$ cat config.mk
export PLATFORM = sky130hd
export DESIGN_NAME = uart_tx_fifo_param
export DESIGN_NICKNAME = d
export VERILOG_FILES = /design/src/rtl/uart_pkg.sv /design/src/rtl/sync_fifo.sv /design/src/rtl/uart_tx_fifo_param.sv
export SDC_FILE = /design/constraint.sdc
export NUM_CORES = 1
export LEC_CHECK = 0
export BUFFER_PORTS_ARGS = -buffer_cell sky130_fd_sc_hd__clkbuf_2
export CORE_MARGIN = 4
export CORE_UTILIZATION = 52
export DETAILED_ROUTE_END_ITERATION = 8
export GPL_TIMING_DRIVEN = 0
export PLACE_DENSITY_LB_ADDON = 0.08
export SETUP_SLACK_MARGIN = 0.15
export SKIP_CTS_REPAIR_TIMING = 1
export SLEW_MARGIN = 20
export SYNTH_ARGS = -nofsm -noshare
export SYNTH_HDL_FRONTEND = slang
export SYNTH_SLANG_ARGS = --single-unit
$ cat constraint.sdc
create_clock -name iClk -period 3.6 [get_ports iClk]
set_clock_uncertainty 0.1 [all_clocks]
set_input_delay 0 -clock iClk [delete_from_list [all_inputs] [get_ports iClk]]
set_output_delay 0 -clock iClk [all_outputs]
set_load 0.05 [all_outputs]
$ cat src/rtl/uart_pkg.sv
// uart_pkg: shared definitions for the parametrised UART transmitter.
//   - PAR_NONE / PAR_EVEN / PAR_ODD : parity mode encodings (2'b11 behaves as none)
//   - TICKS_PER_BIT                 : 16x oversampling ticks per serial bit
//   - txState_e                     : transmitter FSM state encoding
//   - parityEnabled / parityBit     : parity helpers used by the serialiser
package uart_pkg;

    localparam logic [1:0] PAR_NONE = 2'b00;
    localparam logic [1:0] PAR_EVEN = 2'b01;
    localparam logic [1:0] PAR_ODD  = 2'b10;

    localparam int unsigned TICKS_PER_BIT = 16;

    typedef enum logic [2:0] {
        StIdle,
        StStart,
        StData,
        StParity,
        StStop
    } txState_e;

    function automatic logic parityEnabled(input logic [1:0] mode);
        return (mode == PAR_EVEN) || (mode == PAR_ODD);
    endfunction

    // dataXor is the reduction XOR of the payload.
    function automatic logic parityBit(input logic [1:0] mode, input logic dataXor);
        return (mode == PAR_ODD) ? ~dataXor : dataXor;
    endfunction

endpackage

$ cat src/rtl/sync_fifo.sv
// sync_fifo: single-clock FIFO with registered status flags.
// Ports:
//   iClk, iRst      clock, synchronous active-high reset
//   iPush/iPushData write strobe and word; ignored when full unless a pop happens alongside
//   iPop            read strobe; ignored when empty
//   oHeadData       word at the head of the queue (valid when !oEmpty)
//   oFull, oEmpty   registered status
//   oLevel          registered occupancy, 0..P_DEPTH
module sync_fifo #(
    parameter int unsigned P_DATA_W = 8,
    parameter int unsigned P_DEPTH  = 16
) (
    input  logic                      iClk,
    input  logic                      iRst,
    input  logic                      iPush,
    input  logic [P_DATA_W-1:0]       iPushData,
    input  logic                      iPop,
    output logic [P_DATA_W-1:0]       oHeadData,
    output logic                      oFull,
    output logic                      oEmpty,
    output logic [$clog2(P_DEPTH):0]  oLevel
);

    localparam int unsigned PTR_W = $clog2(P_DEPTH);
    localparam int unsigned LVL_W = PTR_W + 1;

    logic [P_DATA_W-1:0] mem [P_DEPTH];
    logic [PTR_W-1:0]    wrPtrQ;
    logic [PTR_W-1:0]    rdPtrQ;
    logic [LVL_W-1:0]    levelQ;
    logic [LVL_W-1:0]    levelD;
    logic                fullQ;
    logic                emptyQ;
    logic                doPush;
    logic                doPop;

    always_comb begin
        doPop  = iPop && !emptyQ;
        // A pop in the same cycle frees the slot, so a push at full is still taken.
        doPush = iPush && (!fullQ || doPop);
        levelD = levelQ;
        if (doPush && !doPop) begin
            levelD = levelQ + LVL_W'(1);
        end else if (doPop && !doPush) begin
            levelD = levelQ - LVL_W'(1);
        end
    end

    always_ff @(posedge iClk) begin
        if (iRst) begin
            wrPtrQ <= '0;
            rdPtrQ <= '0;
            levelQ <= '0;
            fullQ  <= 1'b0;
            emptyQ <= 1'b1;
        end else begin
            if (doPush) begin
                wrPtrQ <= wrPtrQ + PTR_W'(1);
            end
            if (doPop) begin
                rdPtrQ <= rdPtrQ + PTR_W'(1);
            end
            levelQ <= levelD;
            fullQ  <= (levelD == LVL_W'(P_DEPTH));
            emptyQ <= (levelD == '0);
        end
    end

    // Storage carries no reset; only the pointers define validity.
    always_ff @(posedge iClk) begin
        if (doPush) begin
            mem[wrPtrQ] <= iPushData;
        end
    end

    assign oHeadData = mem[rdPtrQ];
    assign oFull     = fullQ;
    assign oEmpty    = emptyQ;
    assign oLevel    = levelQ;

endmodule

$ cat src/rtl/uart_tx_fifo_param.sv
// uart_tx_fifo_param: FIFO-buffered UART transmitter with configurable data width,
// parity and stop bits, timed by a shared 16x baud tick.
// Optional feature macro: UART_TX_OVF_FLAG_EN (sticky overflow flag on dropped pushes).
// Ports:
//   iClk, iRst            clock, synchronous active-high reset
//   iTick16x              one-cycle pulse at 16x baud
//   iPushValid/iPushData  FIFO write
//   iPopValid             manual frame start (ignored when P_AUTO_DRAIN=1)
//   iParityMode           00 none, 01 even, 10 odd, 11 none; latched per frame
//   iStopBits2            two stop bits when set; latched per frame
//   iOvfClr               clears oOverflow
//   oTx                   registered serial output, idle high
//   oBusy                 frame in progress
//   oFull/oEmpty/oLevel   FIFO status
//   oPopData              payload of the most recently started frame
//   oOverflow             sticky drop flag (0 when the feature is not built)
module uart_tx_fifo_param
    import uart_pkg::*;
#(
    parameter int unsigned P_DATA_W     = 8,
    parameter int unsigned P_DEPTH      = 16,
    parameter int unsigned P_AUTO_DRAIN = 0
) (
    input  logic                      iClk,
    input  logic                      iRst,
    input  logic                      iTick16x,
    input  logic                      iPushValid,
    input  logic [P_DATA_W-1:0]       iPushData,
    input  logic                      iPopValid,
    input  logic [1:0]                iParityMode,
    input  logic                      iStopBits2,
    input  logic                      iOvfClr,
    output logic                      oTx,
    output logic                      oBusy,
    output logic                      oFull,
    output logic                      oEmpty,
    output logic [$clog2(P_DEPTH):0]  oLevel,
    output logic [P_DATA_W-1:0]       oPopData,
    output logic                      oOverflow
);

    localparam int unsigned TICK_W = $clog2(TICKS_PER_BIT);
    localparam int unsigned BIT_W  = $clog2(P_DATA_W);

    txState_e            stateQ, stateD;
    logic [TICK_W-1:0]   tickCntQ, tickCntD;
    logic [BIT_W-1:0]    bitIdxQ, bitIdxD;
    logic [P_DATA_W-1:0] popDataQ, popDataD;
    logic [1:0]          parModeQ, parModeD;
    logic                stop2Q, stop2D;
    logic                stopSecondQ, stopSecondD;
    logic                txQ, txD;

    logic                popReq;
    logic                bitEnd;
    logic [P_DATA_W-1:0] fifoHead;
    logic                fifoFull;
    logic                fifoEmpty;

    assign popReq = ((P_AUTO_DRAIN != 0) ? 1'b1 : iPopValid)
                    && (stateQ == StIdle) && !fifoEmpty;

    sync_fifo #(
        .P_DATA_W (P_DATA_W),
        .P_DEPTH  (P_DEPTH)
    ) uFifo (
        .iClk      (iClk),
        .iRst      (iRst),
        .iPush     (iPushValid),
        .iPushData (iPushData),
        .iPop      (popReq),
        .oHeadData (fifoHead),
        .oFull     (fifoFull),
        .oEmpty    (fifoEmpty),
        .oLevel    (oLevel)
    );

    assign bitEnd = iTick16x && (tickCntQ == TICK_W'(TICKS_PER_BIT - 1));

    always_comb begin
        stateD      = stateQ;
        tickCntD    = tickCntQ;
        bitIdxD     = bitIdxQ;
        popDataD    = popDataQ;
        parModeD    = parModeQ;
        stop2D      = stop2Q;
        stopSecondD = stopSecondQ;
        txD         = 1'b1;

        // Ticks only count while a frame is running.
        if ((stateQ != StIdle) && iTick16x) begin
            tickCntD = bitEnd ? '0 : tickCntQ + TICK_W'(1);
        end

        case (stateQ)
            StIdle: begin
                if (popReq) begin
                    stateD   = StStart;
                    tickCntD = '0;
                    popDataD = fifoHead;
                    parModeD = iParityMode;
                    stop2D   = iStopBits2;
                end
            end
            StStart: begin
                if (bitEnd) begin
                    stateD  = StData;
                    bitIdxD = '0;
                end
            end
            StData: begin
                if (bitEnd) begin
                    if (bitIdxQ == BIT_W'(P_DATA_W - 1)) begin
                        stateD      = parityEnabled(parModeQ) ? StParity : StStop;
                        stopSecondD = 1'b0;
                    end else begin
                        bitIdxD = bitIdxQ + BIT_W'(1);
                    end
                end
            end
            StParity: begin
                if (bitEnd) begin
                    stateD      = StStop;
                    stopSecondD = 1'b0;
                end
            end
            StStop: begin
                if (bitEnd) begin
                    // Two stop bits are run as two back-to-back 16-tick periods.
                    if (stop2Q && !stopSecondQ) begin
                        stopSecondD = 1'b1;
                    end else begin
                        stateD = StIdle;
                    end
                end
            end
            default: begin
                stateD = StIdle;
            end
        endcase

        // Line level is decoded from the next state so oTx comes straight from a flop.
        case (stateD)
            StStart:  txD = 1'b0;
            StData:   txD = popDataD[bitIdxD];
            StParity: txD = parityBit(parModeD, ^popDataD);
            default:  txD = 1'b1;
        endcase
    end

    always_ff @(posedge iClk) begin
        if (iRst) begin
            stateQ      <= StIdle;
            tickCntQ    <= '0;
            bitIdxQ     <= '0;
            popDataQ    <= '0;
            parModeQ    <= PAR_NONE;
            stop2Q      <= 1'b0;
            stopSecondQ <= 1'b0;
            txQ         <= 1'b1;
        end else begin
            stateQ      <= stateD;
            tickCntQ    <= tickCntD;
            bitIdxQ     <= bitIdxD;
            popDataQ    <= popDataD;
            parModeQ    <= parModeD;
            stop2Q      <= stop2D;
            stopSecondQ <= stopSecondD;
            txQ         <= txD;
        end
    end

    assign oTx      = txQ;
    assign oBusy    = (stateQ != StIdle);
    assign oFull    = fifoFull;
    assign oEmpty   = fifoEmpty;
    assign oPopData = popDataQ;

`ifdef UART_TX_OVF_FLAG_EN
    logic pushDropped;
    logic ovfQ;

    // Mirrors the FIFO accept rule: a push at full survives only alongside a pop.
    assign pushDropped = iPushValid && fifoFull && !popReq;

    always_ff @(posedge iClk) begin
        if (iRst) begin
            ovfQ <= 1'b0;
        end else if (pushDropped) begin
            ovfQ <= 1'b1;
        end else if (iOvfClr) begin
            ovfQ <= 1'b0;
        end
    end

    assign oOverflow = ovfQ;
`else
    logic unusedOvfClr;
    assign unusedOvfClr = iOvfClr;
    assign oOverflow    = 1'b0;
`endif

endmodule

==> results.cfg, run 1 <==
[critical_path]
crit_path_top_delay_cell = a21boi_4
ff2ff_path_depth = 9
critical_path_arrival_ns = 3.31
cp.required_ns = 3.63
cp_max_fo = 10
regToRegSetupSlack_ns = 0.32
reg2reg_from = stateQ[0]
path_buf_inv = 4
worstReg2RegEnd = uFifo.mem[3][2]
cp_top_family = simple AND/OR/NAND/NOR gates
slowest_delay_ns = 0.38
crit_type = flop to flop
crit_path_end_kind = flop
worstSetupStartpointType = flop
crit_chain = buf_2 > nor3_4 > nand2_1 > buf_2 > buf_1 > a21boi_4 > nand2_1 > nor3_2 > buf_4

[power_and_ir_drop]
p_leak_uw = 0.002877
power_density_nw_per_um2 = 592.2
total_power_uw = 4949
vdd_drop_max_mv = 0.4100

[timing]
finalHoldViolCount = 1
setup-violations-final = 0
slew_viol_final = 0
fin_ws_ns = 0.3181
fin_crit_sh_pct = 91.16
rsz0062_at_grt = true
worst_pin_slew_ns = 0.6941
whs_ns = -0.02640
post-route-min-period_ns = 3.282
tns_ns = 0
clock.fmax_mhz = 304.7
relSlewSlack_pct = 53.67

[clocking]
htreeDepth = 4
cts.clk_slew.worst_paths_ns = 0.06
clkLatencyLatePin_ns = 0.42
clock-root-buffer = clkbuf_16
max-clock-path-buffers = 2
cts_sinks = 170
cts_tree = done
cts_buffers = 17

[placed_design]
gp_congestion = 0.7811
io_buffer_count = 31
dp.cells = 676
post-place-ws_ns = -0.2580
dp_hpwl_mm = 9.937

[synthesis]
synth_top_area_share_pct = 54.18
async_flop_share_pct = 0
synth_edf_count = 128
avgSynthCellArea_um2 = 15.26
synth_warnings = 0
synth_area_um2 = 7094
yosysMostFrequentCell = edfxtp_1
yosysSeqAreaShare_pct = 66.03
synthTopCellsByCount = 128 x edfxtp_1, 42 x dfxtp_1, 42 x nor2_1
synth_area_leader_cell = edfxtp_1
synth_nets = 491
yosysUniqueCellTypes = 57
yosys-top-cells-area = edfxtp_1 54%, dfxtp_1 12%, mux4_2 7.0%
ys_seq_elements = 170
synth_ff_type = edfxtp_1
syn_inst = 465

[route]
wl_per_cell_um = 20.95
via_count = 4133
totalWireLength_mm = 15.10
viasPerCell = 5.732
dr.pass1.iters = 4
initialDrtViolationCount = 315
antenna_left = 0
drc_errors = 0

[min_path]
hold_depth = 2
hold_start = iPushValid
holdPathEnd = uFifo.oLevel[1]
hp-class = input pin to flop

[status]
violations = negative hold slack
run_status = finished, violations left

[flow_run]
drv_cap = 0

[layout]
seqCellArea_um2 = 4684
multi_input_area_um2 = 2316
syn2layout_area_growth_pct = 17.81
drive_gt1_share_pct = 24.77
nNetsFinal = 558
diodes = 0
n_fill_cell = 991
fin_cells = 721

[die]
core_um2 = 13300
die_area_um2 = 15580
io_pins = 35
die_x_um = 124.8
start_util_pct = 53.36
die_y_um = 124.8
rows = 42

[global_routing]
grt_pass1_wl_mm = 23.49
grt_overflow = 0
grt_usage_pct = 19.98
grt_pass1_vias = 4133
grt_max_degree = 17
antenna_found_initial = 0
[through the flow]
stage / utilization (%) / instance area (um^2)
after floorplan: - / 7094
after global placement: 56.18 / 7470
after detailed placement: 56.59 / 7523
after CTS: 61.35 / 8157
after global routing: 62.86 / 8358
final: 62.86 / 8358
[flip-flops by register name (all words and copies together) (netlist names), 2 cells and up, named ones only]
| name | cells |
|---|---|
| oPopData | 8 |
| parModeQ | 2 |
| tickCntQ | 4 |
| uFifo.mem | 128 |
| uFifo.wrPtrQ | 4 |
| uFifo.rdPtrQ | 4 |
| bitIdxQ | 3 |
| stateQ | 3 |
| uFifo.oLevel | 5 |
[logic make-up after synthesis]
| group | after synthesis | synth area share, % |
|---|---|---|
| multiplexers | 52 | 12.89 |
| XOR/XNOR | 20 | 2.769 |
| adder cells (fa/ha/maj) | 9 | 1.587 |
| buffers and inverters | 34 | 2.610 |
| other | 1 | 0.05286 |
| AND/OR/NAND/NOR | 119 | 8.043 |
| flip-flops | 170 | 66.03 |
| AO/OA/AOI/OAI | 60 | 6.014 |
[layout by cell type (no fill, tap or decap), drive strengths merged, types with 3 or more instances in the layout]
cell,instances
a211oi,3
a21oi,21
a311oi,3
a31oi,6
buf,21
bufinv,5
clkbuf,57
clkinv,6
dfxtp,42
dlygate4sd3,13
edfxtp,128
ha,9
inv,10
mux2,4
mux2i,19
mux4,29
nand2,25
nand2b,6
nand3,7
nand4,5
nor2,42
nor2b,6
nor3,15
o21ai,6
o22ai,8
xnor2,11
xor2,8
[where the power goes]
part / total, uW / internal [uW] / leakage (uW) / switching [uW]
sequential: 2220 / 2170 / 0.00150 / 47.4
clock: 1950 / 1230 / 0.000302 / 723
combinational: 778 / 311 / 0.00108 / 467
total: 4950 / 3710 / 0.00288 / 1240
[per-layer routing]
layer	GRT usage, %	vias to the layer above	part of all wire, %
met5	0	-	0
met4	5.480	0	1.1
met3	4.545	16	4.0
met2	32.95	99	50
met1	26.91	2086	45
li1	-	1932	-
[how the worst max path moves through the flow]
stage | start | slack [ns] | to | cells after the start
6_report | stateQ[0] | 0.32 | uFifo.mem[3][2] | 9
5_1_grt | stateQ[0] | 0.14 | uFifo.mem[14][2] | 8
4_1_cts | stateQ[0] | -0.28 | uFifo.mem[15][4] | 8
3_5_place_dp | stateQ[0] | -0.26 | uFifo.mem[15][3] | 8
3_3_place_gp | stateQ[0] | -0.63 | uFifo.mem[1][2] | 8
2_1_floorplan | uFifo.oEmpty | 0.61 | uFifo.mem[3][0] | 7
[cell type report]
| type | count | area share (%) |
|---|---|---|
| buffer | 24 | 1.766 |
| clock buffer | 19 | 5.180 |
| clock inverter | 13 | 2.395 |
| inverter | 10 | 0.4491 |
| multi-input combinational | 261 | 27.71 |
| sequential | 170 | 56.05 |
| tap | 176 | 2.635 |
| timing repair buffer | 48 | 3.817 |
Power figures use the tool's default switching activity.
==> run 2: changes to the inputs <==
--- a/config.mk
+++ b/config.mk
@@ -5,6 +5,7 @@
 export SDC_FILE = /design/constraint.sdc
 export NUM_CORES = 1
 export LEC_CHECK = 0
+export ABC_AREA = 1
 export BUFFER_PORTS_ARGS = -buffer_cell sky130_fd_sc_hd__clkbuf_2
 export CORE_MARGIN = 4
 export CORE_UTILIZATION = 52
==> run 2 against run 1 <==
  * The flow now finishes without violations
  * Synthesized cell count up 80%
  * Critical path depth down 2
  * First-iteration DRC count up 84%
  * Wire length up 32%
  * Area after synthesis up 11%
  * Non-clock buffer count up 4
  * Worst hold slack better by 0.065 ns
  * Core utilization down 1.5 points
  * Largest power group unchanged
==> results.cfg, run 2 <==
[status]
run_status = finished, final reports clean

[power_and_ir_drop]
vdd_drop_max_mv = 0.4203
total_power_uw = 5554
power_density_nw_per_um2 = 617.9
p_leak_uw = 0.003686

[layout]
fin_cells = 1096
fin_util_pct = 61.37
nNetsFinal = 925
final_common_cell = nand2_1
diodes = 0
syn2layout_area_growth_pct = 14.40
layout_common_cells = 218 x nand2_1, 128 x edfxtp_1, 95 x nor2_1
top_register = uFifo.mem
seqCellArea_um2 = 4684
multi_input_area_um2 = 2555
n_fill_cell = 1239
fin_area_um2 = 8987
largest_reg_flops = 128
drive_gt1_share_pct = 15.35

[critical_path]
crit_path_top_delay_cell = nor2_1
worstSetupStartpointType = flop
crit_type = flop to flop
path_common_cell = inv_2
worstReg2RegEnd = uFifo.mem[4][0]
reg2reg_from = stateQ[1]
regToRegSetupSlack_ns = 0.81
ff2ff_path_depth = 7
crit_path_end_kind = flop
critical_path_arrival_ns = 2.74
cp.required_ns = 3.55
cp_max_fo = 8
slowest_delay_ns = 0.85
crit_chain = inv_2 > nand3_4 > nor3_4 > inv_2 > a21oi_4 > nand2_1 > nor2_1

[synthesis]
avgSynthCellArea_um2 = 9.397
synth_top_family_by_area = simple AND/OR/NAND/NOR gates
synth_ff_type = edfxtp_1
synthTopCellsByCount = 218 x nand2_1, 128 x edfxtp_1, 95 x nor2_1
synth_area_um2 = 7856
yosys-top-cells-area = edfxtp_1 49%, dfxtp_1 11%, nand2_1 10%
ys_seq_elements = 170
yosysUniqueCellTypes = 42
synth-simple-area-share_pct = 24.92
yosysSeqAreaShare_pct = 59.63
async_flop_share_pct = 0
yosysMostFrequentCell = nand2_1
synthMuxAreaShare_pct = 0.1274
synthAdderAreaFrac_pct = 1.433
synth_nets = 862
synth_edf_count = 128
yosys.area_share.xor_xnor_pct = 0.8919
synth_compound_area_share_pct = 5.096
synth_top_area_share_pct = 48.92
syn_inst = 836
synth_area_leader_cell = edfxtp_1
synth_warnings = 0

[die]
core_um2 = 14640
die_x_um = 130.9
die_area_um2 = 17140
io_pins = 35
die_y_um = 130.9
start_util_pct = 53.65
rows = 44

[route]
via_count = 5993
wl_per_cell_um = 18.23
dr.pass1.iters = 5
totalWireLength_mm = 19.98
drc_errors = 0
antenna_left = 0
initialDrtViolationCount = 580
viasPerCell = 5.468

[global_routing]
antenna_found_initial = 0
grt_pass1_wl_mm = 30.39
grt_max_degree = 17
grt_pass1_vias = 5635
grt_overflow = 0
grt_usage_pct = 24.27

[clocking]
htreeDepth = 4
cts_buffers = 17
clock-root-buffer = clkbuf_16
clkLatencyLatePin_ns = 0.43
max-clock-path-buffers = 2
cts_tree = done
cts.clk_slew.worst_paths_ns = 0.07
cts_sinks = 170

[timing]
finalHoldViolCount = 0
worst_pin_slew_ns = 1.073
fin_crit_sh_pct = 77.38
tns_ns = 0
slew_viol_final = 0
clock.fmax_mhz = 359.0
relSlewSlack_pct = 28.22
post-route-min-period_ns = 2.786
setup-violations-final = 0
rsz0062_at_grt = false

[placed_design]
dp.cells = 1051
dp_hpwl_mm = 13.53
io_buffer_count = 31
place_area_um2 = 8242
gp_congestion = 0.8838

[min_path]
holdPathEnd = uFifo.mem[13][2]
hp-class = input pin to flop
hold_depth = 1
hold_start = iPushData[2]

[flow_run]
drv_cap = 0
run 2: changes by cell type in the layout (fill, tap and decap cells not counted), sizes merged, moves of 29 or more:
| cell | delta |
|---|---|
| nand2 | +209 |
| mux4 | -29 |
| inv | +89 |
| nor2 | +59 |
| o21ai | +40 |
| nand3 | +85 |
run 2: worst max path at each step:
stage	from	to	slack, ns	cells after the start
after CTS	stateQ[1]	uFifo.mem[4][7]	0.85	7
after global routing	stateQ[1]	uFifo.mem[4][0]	0.67	7
after global placement	stateQ[1]	uFifo.mem[4][2]	0.93	7
after floorplan	stateQ[1]	uFifo.mem[3][0]	1.46	7
final	stateQ[1]	uFifo.mem[4][0]	0.81	7
after detailed placement	stateQ[1]	uFifo.mem[7][2]	0.85	7
run 2: logic make-up after synthesis:
group | count (synthesis)
AO/OA/AOI/OAI | 72
adder cells (fa/ha/maj) | 9
multiplexers | 1
buffers and inverters | 126
AND/OR/NAND/NOR | 449
XOR/XNOR | 8
other | 1
flip-flops | 170
run 2: critical path: cells and delay by family (launching register included):
kind / cells / cell delay (ns)
AOI/OAI and AO/OA: 1 / 0.28
buffers and inverters: 2 / 0.27
DFF: 1 / 0.34
and+or+nand+nor: 4 / 1.41
run 2: cell type report:
class                      instances  share of cell area, %
multi-input combinational        540                  28.43
timing repair buffer              44                  3.174
tap                              184                  2.562
clock buffer                      17                  4.733
clock inverter                    15                  2.116
buffer                            32                  2.937
sequential                       170                  52.12
inverter                          94                  3.926
run 2: per-layer routing:
| layer | vias to the layer above | track usage, % | routed length [um] |
|---|---|---|---|
| li1 | 2864 | - | - |
| met1 | 2799 | 33.63 | 8490 |
| met2 | 283 | 37.65 | 9181 |
| met3 | 47 | 5.203 | 1741 |
| met4 | 0 | 9.498 | 563 |
| met5 | - | 0 | 0 |
run 2: power breakdown:
part           internal [uW]  leakage, uW  total (uW)  switching, uW
Combinational            438      0.00189        1400            963
Clock                   1110     0.000298        1900            798
Sequential              2190      0.00150        2250           59.5
run 2: metrics by stage:
step | setup slack (ns) | hold slack, ns
3_5_place_dp | 0.8481 | 0.1703
3_3_place_gp | 0.9254 | 0.1585
2_1_floorplan | 1.458 | -0.001131
4_1_cts | 0.8452 | -0.2878
6_report | 0.8143 | 0.03910
5_1_grt | 0.6745 | 0.04949
